File: config.mk
export PLATFORM = sky130hd
export DESIGN_NAME = shift_reg_univ_flat
export DESIGN_NICKNAME = d
export VERILOG_FILES = /design/src/rtl/shift_reg_univ_if.sv /design/src/rtl/shift_reg_univ.sv /design/src/flat_wrapper.sv
export SDC_FILE = /design/constraint.sdc
export NUM_CORES = 1
export LEC_CHECK = 0
export BUFFER_PORTS_ARGS = -buffer_cell sky130_fd_sc_hd__buf_2
export CORE_MARGIN = 1.5
export CORE_UTILIZATION = 30
export CTS_CLUSTER_SIZE = 8
export DETAILED_ROUTE_END_ITERATION = 8
export HOLD_SLACK_MARGIN = 0.02
export PLACE_DENSITY = 0.63
export SKIP_LAST_GASP = 1
export SYNTH_ARGS = -nofsm -noshare
export SYNTH_HDL_FRONTEND = slang
export SYNTH_SLANG_ARGS = --single-unit
File: constraint.sdc
create_clock -name Clk -period 1.2 [get_ports Clk]
set_input_delay 0.12 -clock Clk [delete_from_list [all_inputs] [get_ports Clk]]
set_output_delay 0.12 -clock Clk [all_outputs]
set_load 0.05 [all_outputs]
File: src/rtl/shift_reg_univ_if.sv
// -----------------------------------------------------------------------------
// shift_reg_univ_if
//   Bus bundle for the universal shift register (shift_reg_univ).
//   Clock and reset are not part of the bundle; they stay plain ports on the
//   register itself.
//
//   Parameters (must match the shift_reg_univ instance attached to it):
//     DATA_W  bits per stage
//     DEPTH   number of stages
//
//   Signals:
//     en        update enable
//     mode      00 hold, 01 fwd shift, 10 rev shift, 11 parallel load
//     sin_fwd   serial input entering stage 0 on a fwd shift
//     sin_rev   serial input entering stage DEPTH-1 on a rev shift
//     pload     parallel load word, stage k = pload[k*DATA_W +: DATA_W]
//     rotate    (only with SHIFT_REG_ROTATE_EN) recirculate instead of sin_*
//     sout_fwd  stage DEPTH-1
//     sout_rev  stage 0
//     pout      all stages, same packing as pload
//     fill_cnt  stages written since reset, 0..DEPTH
//     full      fill_cnt == DEPTH
//
//   Optional feature macro: SHIFT_REG_ROTATE_EN
// -----------------------------------------------------------------------------
interface shift_reg_univ_if #(
  parameter int unsigned DATA_W = 1,
  parameter int unsigned DEPTH  = 4
);
  localparam int unsigned CNT_W = $clog2(DEPTH + 1);

  logic                      en;
  logic [1:0]                mode;
  logic [DATA_W-1:0]         sin_fwd;
  logic [DATA_W-1:0]         sin_rev;
  logic [DEPTH*DATA_W-1:0]   pload;
`ifdef SHIFT_REG_ROTATE_EN
  logic                      rotate;
`endif
  logic [DATA_W-1:0]         sout_fwd;
  logic [DATA_W-1:0]         sout_rev;
  logic [DEPTH*DATA_W-1:0]   pout;
  logic [CNT_W-1:0]          fill_cnt;
  logic                      full;

  // Driver side (the user of the register).
  modport master (
`ifdef SHIFT_REG_ROTATE_EN
    output rotate,
`endif
    output en, mode, sin_fwd, sin_rev, pload,
    input  sout_fwd, sout_rev, pout, fill_cnt, full
  );

  // Register side.
  modport slave (
`ifdef SHIFT_REG_ROTATE_EN
    input  rotate,
`endif
    input  en, mode, sin_fwd, sin_rev, pload,
    output sout_fwd, sout_rev, pout, fill_cnt, full
  );
endinterface

File: src/rtl/shift_reg_univ.sv
// -----------------------------------------------------------------------------
// shift_reg_univ
//   Parametrised universal shift register: DEPTH stages of DATA_W bits with
//   hold, forward shift, reverse shift and parallel load. Serial and parallel
//   outputs are all registered and available simultaneously. An occupancy
//   counter (fill_cnt / full) tracks how many stages have been written since
//   reset.
//
//   Parameters:
//     DATA_W  bits per stage (>=1)
//     DEPTH   number of stages (>=2)
//     CNT_W   derived width of fill_cnt, $clog2(DEPTH+1)
//
//   Ports:
//     Clk   rising-edge clock
//     rst   synchronous reset, active-high; beats en and mode
//     bus   shift_reg_univ_if.slave: en, mode, sin_fwd, sin_rev, pload,
//           [rotate], sout_fwd, sout_rev, pout, fill_cnt, full
//
//   Optional feature macro: SHIFT_REG_ROTATE_EN
//     Adds bus.rotate. With rotate=1 a fwd shift feeds the old last stage back
//     into stage 0 and a rev shift feeds the old stage 0 into the last stage;
//     fill_cnt is left unchanged on such edges. Ignored in hold and load.
// -----------------------------------------------------------------------------
module shift_reg_univ #(
  parameter int unsigned DATA_W = 1,
  parameter int unsigned DEPTH  = 4
) (
  input  logic             Clk,
  input  logic             rst,
  shift_reg_univ_if.slave  bus
);

  localparam int unsigned CNT_W = $clog2(DEPTH + 1);
  localparam logic [CNT_W-1:0] CNT_MAX = CNT_W'(DEPTH);

  typedef enum logic [1:0] {
    MODE_HOLD = 2'b00,
    MODE_FWD  = 2'b01,
    MODE_REV  = 2'b10,
    MODE_LOAD = 2'b11
  } mode_t;

  // stage[k] sits at bit slice k*DATA_W +: DATA_W, matching pload/pout.
  logic [DEPTH-1:0][DATA_W-1:0] stage;
  logic [DEPTH-1:0][DATA_W-1:0] stage_nxt;
  logic [CNT_W-1:0]             fill_cnt;
  logic [CNT_W-1:0]             cnt_nxt;
  logic [CNT_W-1:0]             cnt_bump;
  logic                         full;
  logic                         full_nxt;
  logic                         rot;
  mode_t                        mode;

  assign mode = mode_t'(bus.mode);

`ifdef SHIFT_REG_ROTATE_EN
  assign rot = bus.rotate;
`else
  assign rot = 1'b0;
`endif

  // Saturating increment used by every non-rotating shift.
  assign cnt_bump = (fill_cnt == CNT_MAX) ? CNT_MAX : fill_cnt + 1'b1;

  always_comb begin
    stage_nxt = stage;
    cnt_nxt   = fill_cnt;
    if (bus.en) begin
      case (mode)
        MODE_FWD: begin
          // Stages move towards higher indices; stage 0 takes the new entry.
          if (rot) begin
            stage_nxt = {stage[DEPTH-2:0], stage[DEPTH-1]};
          end else begin
            stage_nxt = {stage[DEPTH-2:0], bus.sin_fwd};
            cnt_nxt   = cnt_bump;
          end
        end
        MODE_REV: begin
          // Stages move towards lower indices; the last stage takes the entry.
          if (rot) begin
            stage_nxt = {stage[0], stage[DEPTH-1:1]};
          end else begin
            stage_nxt = {bus.sin_rev, stage[DEPTH-1:1]};
            cnt_nxt   = cnt_bump;
          end
        end
        MODE_LOAD: begin
          stage_nxt = bus.pload;
          cnt_nxt   = CNT_MAX;
        end
        default: begin
          stage_nxt = stage;
          cnt_nxt   = fill_cnt;
        end
      endcase
    end
    // full is registered from the same next-count so it rises with fill_cnt.
    full_nxt = (cnt_nxt == CNT_MAX);
  end

  always_ff @(posedge Clk) begin
    if (rst) begin
      stage    <= '0;
      fill_cnt <= '0;
      full     <= 1'b0;
    end else begin
      stage    <= stage_nxt;
      fill_cnt <= cnt_nxt;
      full     <= full_nxt;
    end
  end

  assign bus.sout_fwd = stage[DEPTH-1];
  assign bus.sout_rev = stage[0];
  assign bus.pout     = stage;
  assign bus.fill_cnt = fill_cnt;
  assign bus.full     = full;

endmodule

File: src/flat_wrapper.sv
// flat-port wrapper written by rule: the top's interface ports become plain ports
module shift_reg_univ_flat 
#(
  parameter int unsigned DATA_W = 1,
  parameter int unsigned DEPTH  = 4
)
  (Clk, rst, bus_en, bus_mode, bus_sin_fwd, bus_sin_rev, bus_pload, bus_sout_fwd, bus_sout_rev, bus_pout, bus_fill_cnt, bus_full);
  shift_reg_univ_if #(.DATA_W(DATA_W), .DEPTH(DEPTH)) bus_i ();
  input  logic Clk;
  input  logic rst;
  input wire logic [$bits(bus_i.en)-1:0] bus_en;
  input wire logic [$bits(bus_i.mode)-1:0] bus_mode;
  input wire logic [$bits(bus_i.sin_fwd)-1:0] bus_sin_fwd;
  input wire logic [$bits(bus_i.sin_rev)-1:0] bus_sin_rev;
  input wire logic [$bits(bus_i.pload)-1:0] bus_pload;
  output wire logic [$bits(bus_i.sout_fwd)-1:0] bus_sout_fwd;
  output wire logic [$bits(bus_i.sout_rev)-1:0] bus_sout_rev;
  output wire logic [$bits(bus_i.pout)-1:0] bus_pout;
  output wire logic [$bits(bus_i.fill_cnt)-1:0] bus_fill_cnt;
  output wire logic [$bits(bus_i.full)-1:0] bus_full;
  assign bus_i.en = bus_en;
  assign bus_i.mode = bus_mode;
  assign bus_i.sin_fwd = bus_sin_fwd;
  assign bus_i.sin_rev = bus_sin_rev;
  assign bus_i.pload = bus_pload;
  assign bus_sout_fwd = bus_i.sout_fwd;
  assign bus_sout_rev = bus_i.sout_rev;
  assign bus_pout = bus_i.pout;
  assign bus_fill_cnt = bus_i.fill_cnt;
  assign bus_full = bus_i.full;
  shift_reg_univ #(.DATA_W(DATA_W), .DEPTH(DEPTH)) u_core (.Clk(Clk), .rst(rst), .bus(bus_i));
endmodule
==> flow_metrics.env <==
export IMPL_status="complete, no violations"
export IMPL_criticalPathCategory="flop to flop"
export IMPL_cts_root_buf="clkbuf_4"
export IMPL_routed_via_density=5.09
export IMPL_areaGrowthSynthToFinish_pct=39.3
export IMPL_grt_pass1_vias=422
export IMPL_insertedDiodeCount=0
export IMPL_cts_buffers=3
export IMPL_period_needed_ps=1180
export IMPL_route_detailed_drc=0
export IMPL_register_area_um2=169
export IMPL_met3_usage=0.0426
export IMPL_report_final_hold_viol_count=0
export IMPL_leakagePower_nw=0.309
export IMPL_track_usage=0.125
export IMPL_coreArea_um2=1490
export IMPL_clock_fmax_mhz=849
export IMPL_worst_slew_pin_slew_ps=277
export IMPL_num_vias=473
export IMPL_dr_pass1_iters=4
export IMPL_drt_iter0_drc=9
export IMPL_cts_buffer_depth=2
export IMPL_start_kind="flop"
export IMPL_start_util=0.317
export IMPL_routabilityCongestion=0.796
export IMPL_multiInputGateArea_um2=297
export IMPL_slew_violations=0
export IMPL_syn_area_um2=472
export IMPL_port_buffers=20
export IMPL_dieWidth_um=42.7
export IMPL_ys_warn_count=0
export IMPL_htree_levels=1
export IMPL_met2_usage=0.206
export IMPL_arrival_ps=1320
export IMPL_cts_sinks=8
export IMPL_rsz0062_at_grt="yes"
export IMPL_required_ps=1340
export IMPL_post_dp_hpwl_um=808
export IMPL_final_layout_size_suffix_gt1_frac=0.494
export IMPL_syn_nets=68
export IMPL_nNetsFinal=94
export IMPL_num_io_pins=21
export IMPL_grt_overflow=0
export IMPL_synth_seq_cells=8
export IMPL_cts_tree="built"
export IMPL_wl_per_cell_um=11.1
export IMPL_vdd_ir_drop_max_uv=494
export IMPL_maxSlewHeadroom=0.815
export IMPL_clk_latency_ps=260
export IMPL_seq_area_frac_synth=0.340
export IMPL_gr_usage_met1=0.145
export IMPL_layout_common_cells="20 x buf_2, 7 x nor2_1, 6 x nand2_1"
export IMPL_synth_cell_types=19
export IMPL_finClkSkew_ps=0.543
export IMPL_finalSetupViolations=0
export IMPL_p_total_mw=0.759
export IMPL_syn_inst=52
export IMPL_avgSynthCellArea_um2=9.07
export IMPL_endpoint_kind="flop"
export IMPL_top_usage_layer="met2"
export IMPL_path_clk_slew_ps=60
export IMPL_fin_crit_sh=0.981
export IMPL_crit_fanout=4
export IMPL_postLayoutCellArea_um2=657
export IMPL_antenna_found_initial=0
export IMPL_final_common_cell="buf_2"
export IMPL_grt_max_degree=9
export IMPL_final_fill_count=149
export IMPL_grt_pass1_wl_um=1710
export IMPL_dieArea_um2=1820
export IMPL_power_density_nw_per_um2=1160
export IMPL_drtAntennaViolNets=0
export IMPL_post_dp_cell_area_um2=604
export IMPL_routed_wl_um=1030
export IMPL_hp_class="input pin to flop"
export IMPL_maxCapViolations=0
export IMPL_hold_buffers=0
export IMPL_chipHeight_um=42.7
export IMPL_rows=14
final timing paths:
path	start	end	slack, ps	cells after the start
max	u_core.bus.fill_cnt[0]	u_core.bus.fill_cnt[2]	20	4
min	rst	u_core.bus.fill_cnt[1]	120	2
max reg2reg	u_core.bus.fill_cnt[0]	u_core.bus.fill_cnt[2]	20	4
min reg2reg	u_core.bus.sout_rev	u_core.bus.pout[1]	520	2
power breakdown:
group	internal (mW)	switching [mW]	leakage [nW]
registers	0.283	0.0178	0.0677
clock network	0.128	0.0982	0.0150
logic	0.0800	0.152	0.227
sequential cells by signal (all words and copies together), names as in the netlist:
register / count
u_core.bus.pout: 2
u_core.bus.full: 1
u_core.bus.fill_cnt: 3
u_core.bus.sout_rev: 1
u_core.bus.sout_fwd: 1
Yosys cell counts, drive strengths merged:
cell / n / area share
nand3b: 1 / 0.016
nand2: 6 / 0.048
o21bai: 1 / 0.016
a22oi: 5 / 0.080
ha: 5 / 0.13
nor2b: 2 / 0.032
nor4b: 1 / 0.032
inv: 4 / 0.032
a311oi: 4 / 0.074
nor2: 7 / 0.056
mux2i: 1 / 0.021
nor4bb: 1 / 0.021
o21a: 1 / 0.016
buf: 3 / 0.056
dfxtp: 8 / 0.34
nand2b: 1 / 0.013
a211oi: 1 / 0.016
stage by stage:
stage	setup TNS (ps)	instances	setup slack [ps]	hold WS, ps	util
final	0	93	22.3	117	0.441
after global routing	-80.4	93	-60.2	123	0.441
after CTS	0	93	2.45	114	0.435
after detailed placement	-38.5	88	-28.3	388	0.406
after global placement	-58.5	88	-58.5	394	0.406
after floorplan	-53.9	52	-27.0	182	-
worst max-delay path, cell delays in order, from the launching register on:
cell      delay, ps
dfxtp_4         350
ha_2            180
o21a_1          180
a211oi_2        270
nor2_1           80
final cells by class:
| cell class | count | share of cell area |
|---|---|---|
| tap | 16 | 0.0305 |
| multi-input combinational | 37 | 0.451 |
| sequential | 8 | 0.257 |
| inverter | 4 | 0.0229 |
| clock buffer | 4 | 0.0400 |
| timing repair buffer | 24 | 0.198 |
timing repair:
| action | 4_1_cts | 5_1_grt |
|---|---|---|
| buffers inserted | 1 | 0 |
| gates resized for setup | 1 | 2 |
| cloned | 0 | 0 |
| setup endpoints to repair | 2 | 3 |
| pin swaps | 3 | 5 |
layer usage:
layer | wire, µm | up-vias
li1 | - | 238
met1 | 465 | 221
met2 | 510 | 12
met3 | 44 | 2
met4 | 14 | 0
met5 | 0 | -
kinds of logic (layout without fill, tap and decap cells):
group / after synthesis / in the layout / synth area share
compound gates: 12 / 12 / 0.202
fa+ha+maj: 5 / 5 / 0.133
buf+inv: 7 / 32 / 0.0875
flops: 8 / 8 / 0.340
mux: 1 / 1 / 0.0212
simple gates: 19 / 19 / 0.218
Note: power is estimated with default switching activity, not from simulation.
